<file path="src/rtl/lcd_spi_pkg.sv">
// Shared definitions for the LCD SPI path: panel opcodes and decoder state encoding.
package lcd_spi_pkg;

  localparam logic [7:0] OP_CASET   = 8'h2A;
  localparam logic [7:0] OP_RASET   = 8'h2B;
  localparam logic [7:0] OP_RAMWR   = 8'h2C;
  localparam logic [7:0] OP_SLPIN   = 8'h10;
  localparam logic [7:0] OP_SLPOUT  = 8'h11;
  localparam logic [7:0] OP_DISPOFF = 8'h28;
  localparam logic [7:0] OP_DISPON  = 8'h29;

  typedef enum logic [2:0] {
    ST_CMD   = 3'd0,
    ST_CASET = 3'd1,
    ST_RASET = 3'd2,
    ST_RAMWR = 3'd3,
    ST_SKIP  = 3'd4
  } dec_state_t;

endpackage

</file>
<file path="src/rtl/lcd_spi_deser.sv">
// SPI receive front end: optional input synchronizers, SCL rising-edge detect
// and MSB-first byte assembly, producing a one-clock {dc, byte} strobe.
module lcd_spi_deser #(
  parameter int SYNC_STAGES = 2
) (
  input  logic       clk,
  input  logic       rst,
  input  logic       cs_n,
  input  logic       scl,
  input  logic       sda,
  input  logic       dc,
  output logic       byte_valid,
  output logic       byte_dc,
  output logic [7:0] byte_data
);

  logic [3:0] pin_raw;
  logic [3:0] pin_s;
  logic       s_cs_n, s_scl, s_sda, s_dc;
  logic       scl_prev;
  logic       scl_rise;
  logic [2:0] bit_cnt;
  logic [6:0] shreg;

  assign pin_raw = {dc, sda, scl, cs_n};

  generate
    if (SYNC_STAGES == 0) begin : g_nosync
      assign pin_s = pin_raw;
    end else begin : g_sync
      logic [3:0] stage [SYNC_STAGES];
      // chip select resets deasserted so nothing is captured until the source drives it
      always_ff @(posedge clk or posedge rst) begin
        if (rst) begin
          for (int i = 0; i < SYNC_STAGES; i++) stage[i] <= 4'b0001;
        end else begin
          stage[0] <= pin_raw;
          for (int i = 1; i < SYNC_STAGES; i++) stage[i] <= stage[i-1];
        end
      end
      assign pin_s = stage[SYNC_STAGES-1];
    end
  endgenerate

  assign {s_dc, s_sda, s_scl, s_cs_n} = pin_s;
  assign scl_rise = s_scl & ~scl_prev;

  always_ff @(posedge clk or posedge rst) begin
    if (rst) begin
      scl_prev   <= 1'b1;
      bit_cnt    <= 3'd0;
      shreg      <= 7'd0;
      byte_valid <= 1'b0;
      byte_dc    <= 1'b0;
      byte_data  <= 8'd0;
    end else begin
      scl_prev   <= s_scl;
      byte_valid <= 1'b0;
      if (s_cs_n) begin
        bit_cnt <= 3'd0;
      end else if (scl_rise) begin
        shreg <= {shreg[5:0], s_sda};
        if (bit_cnt == 3'd7) begin
          bit_cnt    <= 3'd0;
          byte_valid <= 1'b1;
          byte_dc    <= s_dc;
          byte_data  <= {shreg, s_sda};
        end else begin
          bit_cnt <= bit_cnt + 3'd1;
        end
      end
    end
  end

endmodule

</file>
<file path="src/rtl/lcd_spi_sink.sv">
// Receive-side model of the TFT panel controller: decodes the command stream
// and emits RGB565 pixel writes with an auto-incrementing window cursor.
//   state    | meaning
//   ST_CMD   | idle, waiting for a command byte
//   ST_CASET | collecting 4 column-window parameters
//   ST_RASET | collecting 4 row-window parameters
//   ST_RAMWR | pixel stream, two bytes per pixel
//   ST_SKIP  | unknown opcode, parameters ignored
module lcd_spi_sink #(
  parameter int LCD_W       = 132,
  parameter int LCD_H       = 162,
  parameter int SYNC_STAGES = 2
) (
  input  logic        clk,
  input  logic        rst,
  input  logic        spi_cs_n,
  input  logic        spi_scl,
  input  logic        spi_sda,
  input  logic        spi_dc,
  output logic        pix_valid,
  output logic [7:0]  pix_x,
  output logic [7:0]  pix_y,
  output logic [15:0] pix_data,
  output logic        cmd_valid,
  output logic [7:0]  cmd_code,
  output logic        frame_done,
  output logic        disp_on,
  output logic        sleep_out
);
  import lcd_spi_pkg::*;

  localparam logic [7:0] XE_RST = 8'(LCD_W - 1);
  localparam logic [7:0] YE_RST = 8'(LCD_H - 1);

  logic       byte_valid, byte_dc;
  logic [7:0] byte_data;

  dec_state_t state, state_nxt;
  logic [7:0]  xs, xe, ys, ye, cur_x, cur_y, p_start, hold;
  logic [7:0]  xs_nxt, xe_nxt, ys_nxt, ye_nxt, cur_x_nxt, cur_y_nxt, p_start_nxt, hold_nxt;
  logic [1:0]  p_idx, p_idx_nxt;
  logic        hi_next, hi_next_nxt;
  logic        pix_valid_nxt, cmd_valid_nxt, frame_done_nxt, disp_on_nxt, sleep_out_nxt;
  logic [7:0]  pix_x_nxt, pix_y_nxt, cmd_code_nxt;
  logic [15:0] pix_data_nxt;

  lcd_spi_deser #(.SYNC_STAGES(SYNC_STAGES)) u_deser (
    .clk        (clk),
    .rst        (rst),
    .cs_n       (spi_cs_n),
    .scl        (spi_scl),
    .sda        (spi_sda),
    .dc         (spi_dc),
    .byte_valid (byte_valid),
    .byte_dc    (byte_dc),
    .byte_data  (byte_data)
  );

  always_ff @(posedge clk or posedge rst) begin
    if (rst) state <= ST_CMD;
    else     state <= state_nxt;
  end

  always_comb begin
    state_nxt = state;
    if (byte_valid) begin
      if (!byte_dc) begin
        unique case (byte_data)
          OP_CASET: state_nxt = ST_CASET;
          OP_RASET: state_nxt = ST_RASET;
          OP_RAMWR: state_nxt = ST_RAMWR;
          OP_SLPIN, OP_SLPOUT, OP_DISPOFF, OP_DISPON: state_nxt = ST_CMD;
          default:  state_nxt = ST_SKIP;
        endcase
      end else if ((state == ST_CASET || state == ST_RASET) && p_idx == 2'd3) begin
        state_nxt = ST_CMD;
      end
    end
  end

  always_comb begin
    xs_nxt = xs;  xe_nxt = xe;  ys_nxt = ys;  ye_nxt = ye;
    cur_x_nxt = cur_x;  cur_y_nxt = cur_y;
    p_start_nxt = p_start;  p_idx_nxt = p_idx;
    hold_nxt = hold;  hi_next_nxt = hi_next;
    pix_valid_nxt = 1'b0;  cmd_valid_nxt = 1'b0;  frame_done_nxt = 1'b0;
    pix_x_nxt = pix_x;  pix_y_nxt = pix_y;  pix_data_nxt = pix_data;
    cmd_code_nxt = cmd_code;  disp_on_nxt = disp_on;  sleep_out_nxt = sleep_out;
    if (byte_valid) begin
      if (!byte_dc) begin
        // any command aborts parameter collection and drops a dangling high byte
        cmd_valid_nxt = 1'b1;
        cmd_code_nxt  = byte_data;
        p_idx_nxt     = 2'd0;
        hi_next_nxt   = 1'b1;
        unique case (byte_data)
          OP_RAMWR:   begin cur_x_nxt = xs; cur_y_nxt = ys; end
          OP_SLPIN:   sleep_out_nxt = 1'b0;
          OP_SLPOUT:  sleep_out_nxt = 1'b1;
          OP_DISPOFF: disp_on_nxt   = 1'b0;
          OP_DISPON:  disp_on_nxt   = 1'b1;
          default: ;
        endcase
      end else begin
        unique case (state)
          ST_CASET, ST_RASET: begin
            p_idx_nxt = p_idx + 2'd1;
            if (p_idx == 2'd1) p_start_nxt = byte_data;
            if (p_idx == 2'd3) begin
              if (state == ST_CASET) begin xs_nxt = p_start; xe_nxt = byte_data; end
              else                   begin ys_nxt = p_start; ye_nxt = byte_data; end
            end
          end
          ST_RAMWR: begin
            if (hi_next) begin
              hold_nxt    = byte_data;
              hi_next_nxt = 1'b0;
            end else begin
              hi_next_nxt    = 1'b1;
              pix_valid_nxt  = 1'b1;
              pix_x_nxt      = cur_x;
              pix_y_nxt      = cur_y;
              pix_data_nxt   = {hold, byte_data};
              frame_done_nxt = (cur_x == xe) && (cur_y == ye);
              if (cur_x == xe) begin
                cur_x_nxt = xs;
                cur_y_nxt = (cur_y == ye) ? ys : cur_y + 8'd1;
              end else begin
                cur_x_nxt = cur_x + 8'd1;
              end
            end
          end
          default: ;
        endcase
      end
    end
  end

  always_ff @(posedge clk or posedge rst) begin
    if (rst) begin
      xs <= 8'd0;  xe <= XE_RST;  ys <= 8'd0;  ye <= YE_RST;
      cur_x <= 8'd0;  cur_y <= 8'd0;
      p_start <= 8'd0;  p_idx <= 2'd0;  hold <= 8'd0;  hi_next <= 1'b1;
      pix_valid <= 1'b0;  pix_x <= 8'd0;  pix_y <= 8'd0;  pix_data <= 16'd0;
      cmd_valid <= 1'b0;  cmd_code <= 8'd0;  frame_done <= 1'b0;
      disp_on <= 1'b0;  sleep_out <= 1'b0;
    end else begin
      xs <= xs_nxt;  xe <= xe_nxt;  ys <= ys_nxt;  ye <= ye_nxt;
      cur_x <= cur_x_nxt;  cur_y <= cur_y_nxt;
      p_start <= p_start_nxt;  p_idx <= p_idx_nxt;  hold <= hold_nxt;  hi_next <= hi_next_nxt;
      pix_valid <= pix_valid_nxt;  pix_x <= pix_x_nxt;  pix_y <= pix_y_nxt;  pix_data <= pix_data_nxt;
      cmd_valid <= cmd_valid_nxt;  cmd_code <= cmd_code_nxt;  frame_done <= frame_done_nxt;
      disp_on <= disp_on_nxt;  sleep_out <= sleep_out_nxt;
    end
  end

endmodule
</file>
<file path="config.mk">
export PLATFORM = sky130hd
export DESIGN_NAME = lcd_spi_sink
export DESIGN_NICKNAME = d
export VERILOG_FILES = /design/src/rtl/lcd_spi_pkg.sv /design/src/rtl/lcd_spi_deser.sv /design/src/rtl/lcd_spi_sink.sv
export SDC_FILE = /design/constraint.sdc
export NUM_CORES = 1
export LEC_CHECK = 0
export CAP_MARGIN = 20
export CORE_AREA = 2 2 136 138
export CTS_BUF_LIST = sky130_fd_sc_hd__clkbuf_8
export DETAILED_ROUTE_END_ITERATION = 8
export DIE_AREA = 0 0 138 140
export SLEW_MARGIN = 20
export SYNTH_ARGS = -nofsm -noshare
export SYNTH_HDL_FRONTEND = slang
export SYNTH_HIERARCHICAL = 1
export SYNTH_SLANG_ARGS = --single-unit
</file>
<file path="constraint.sdc">
create_clock -name clk -period 4 [get_ports clk]
set_input_delay 0.6 -clock clk [delete_from_list [all_inputs] [get_ports clk]]
set_output_delay 0.6 -clock clk [all_outputs]
set_load 0.02 [all_outputs]
</file>
==> metrics.md <==
| Metric | Value |
|---|---|
| Grt total ovfl | 0 |
| Initial core utilization | 34.3% |
| Pin count of the biggest net entering global routing | 70 |
| Count of state elements after synthesis | 144 |
| Layout Nets | 512 |
| Ys Warns | 6 |
| Setup skew after layout | 0.00884 ns |
| Max-slew headroom | 39.7% |
| Root Driver | clkbuf_8 |
| RSZ-0062 raised after global routing | false |
| Pre-antenna DRT Iters | 4 |
| Die extent in y | 140 um |
| Clk sinks | 144 |
| LEAKAGE | 3.40 nW |
| Max Freq | 404 MHz |
| Die W | 138 um |
| CTS tree | yes |
| Required time worst endpoint | 4.33 ns |
| Setup TNS | 0 ns |
| EDFF count, synth | 0 |
| DR DRC count | 0 |
| GP Congestion | 0.857 |
| PwrDens | 398 nW/um^2 |
| Vias in the first global route | 3,923 |
| Status | complete, no violations |
| DPL Wire Length | 8.86 mm |
| GRT Overall Usage | 14.3% |
| Slew Limit Fails | 0 |
| CORE AREA | 17,800 um^2 |
| CP Data Arrival Time | 2.81 ns |
| Critical Path End Type | flop |
| Synth Instances | 444 |
| Ys flop type | dfrtp_1 |
| Critical path class | reg -> reg |
| Mapped cell area | 6110 um^2 |
| CP max stage delay | 0.52 ns |
| Final setup viols | 0 |
| I/O pins | 51 |
| Global-route wire length before repair | 21.4 mm |
| Syn avg cell area | 13.8 um^2 |
| CTS Buf Count | 17 |
| Worst hold path type | reg -> reg |
| Pre-CTS setup slack | 1.57 ns |
| Max FFs per register | 16 |
| Total number of vias | 3,703 |
| Depth of the CTS H-tree | 4 |
| Tightest Pin Transition | 0.905 ns |
| CP max FO | 13 |
| Clock transition at the registers of the reported paths | 0.08 ns |
| Startpoint Class | flop |
| Largest register by flop count | pix_data |
| Hold Fails Final Rpt | 0 |
| Post-synthesis net count | 456 |
| Peak supply drop | 0.195 mV |
| Post-synthesis sequential area ratio | 59.2% |
| Worst path slowest cell | dfrtp_1 |
| Num rows | 49 |
| Die area | 19,300 um^2 |
| Setup WS post-layout | 1.52 ns |
| Fin crit share | 61.9% |
| Post-route ant nets | 0 |
| Most frequent cells in the layout | dfrtp_1, mux2_2, clkdlybuf4s50_1, inv_1, clkbuf_8 |
| CTS Buffer Depth | 2 |
| Initial antenna violation count | 0 |
| Clock latency on the worst-skew pair | 0.45 ns |
| # Max-Cap Violations | 0 |
| DR iter-0 viols | 261 |
| PortBufs | 50 |
| Area growth from synthesis to layout | 19.8% |
| Most common cell after layout, fill and taps aside | dfrtp_1 |
| Vias/cell | 4.99 |
| CTS resizes | 0 |
| Post-synthesis cell type count | 53 |
| Final Critical Period | 2.48 ns |
| Critical path, cell by cell | nand2b_1 -> nor4_4 -> a21o_1 -> a21boi_1 -> a311o_1 |
| Final wirelength | 13.1 mm |
| Wire length per cell | 17.7 um |
| # diodes | 0 |
| Ys async rst share | 100% |
| Share of cells above drive strength 1 | 31.2% |
| CTS Hold Bufs | 0 |
| Post-CTS setup buffer count | 0 |
## through the flow
step	total power [mW]	instances	instance area [um^2]	hold WS, ns	util (%)
global placement	1.61	710	6850	0.335	38.5
detailed placement	1.62	710	6850	0.340	38.5
finish	2.91	742	7310	0.355	41.1
floorplan	1.59	444	6110	0.331	-
global route	3.03	742	7310	0.367	41.1
CTS	2.95	742	7310	0.358	41.1
## report_power, final
part           leakage, nW  total (mW)  switching, mW  internal [mW]
sequential            1.95        1.51         0.0229           1.49
combinational         1.20      0.0708         0.0394         0.0314
clock                0.242        1.33          0.534          0.794
## layer usage
layer / GRT usage, % / wire, um / vias up
li1: - / - / 1710
met1: 17.7 / 5790 / 1895
met2: 23.5 / 6520 / 80
met3: 4.17 / 557 / 18
met4: 5.80 / 244 / 0
met5: 0 / 0 / -
## synthesized netlist by cell type, drive strengths merged (8+ instances only)
cell type,instances,area share (%)
nand3,8,0.66
mux2i,11,1.8
nand2,16,0.98
o21ai,14,1.4
buf,10,1.1
xor2,9,1.4
nor2,18,1.2
dfstp,10,4.3
xnor2,9,1.3
inv,15,0.92
mux2,104,19
dfrtp,134,55
## final timing paths
kind                                         start               end  slack [ns]  depth (start not counted)
max                                u_deser/byte_dc          cur_y[0]        1.52                          5
min                        u_deser/g_sync.stage[5]  u_deser/pin_s[1]        0.35                          0
max reg2reg                        u_deser/byte_dc          cur_y[0]        1.52                          5
min reg2reg                u_deser/g_sync.stage[5]  u_deser/pin_s[1]        0.35                          0
max in group asynchronous                      rst             ye[0]        2.43                          3
min in group asynchronous                      rst  u_deser/pin_s[1]        0.62                          2
## worst max-delay path, delay by kind of cell (launching register included)
kind	cells	cell delay, ns
simple gates	2	0.95
compound gates	3	0.88
flops	1	0.52
## cells by family (layout without fill, tap and decap cells)
family | count (synthesis) | count (layout) | synth area share [%]
flip-flops | 144 | 144 | 59.2
XOR/XNOR | 18 | 18 | 2.70
AO/OA/AOI/OAI | 51 | 51 | 6.13
multiplexers | 115 | 115 | 21.0
buffers and inverters | 32 | 101 | 2.42
AND/OR/NAND/NOR | 78 | 78 | 7.33
adder cells (fa/ha/maj) | 6 | 6 | 1.23
## final cells by class
| type | count | area (um^2) |
|---|---|---|
| inverter | 15 | 58.8 |
| clock buffer | 17 | 234 |
| tap | 229 | 287 |
| fill | 1653 | 10500 |
| sequential | 144 | 3620 |
| timing repair buffer | 54 | 543 |
| clock inverter | 15 | 228 |
| multi-input combinational | 268 | 2350 |
(Power assumes the default switching activity.)
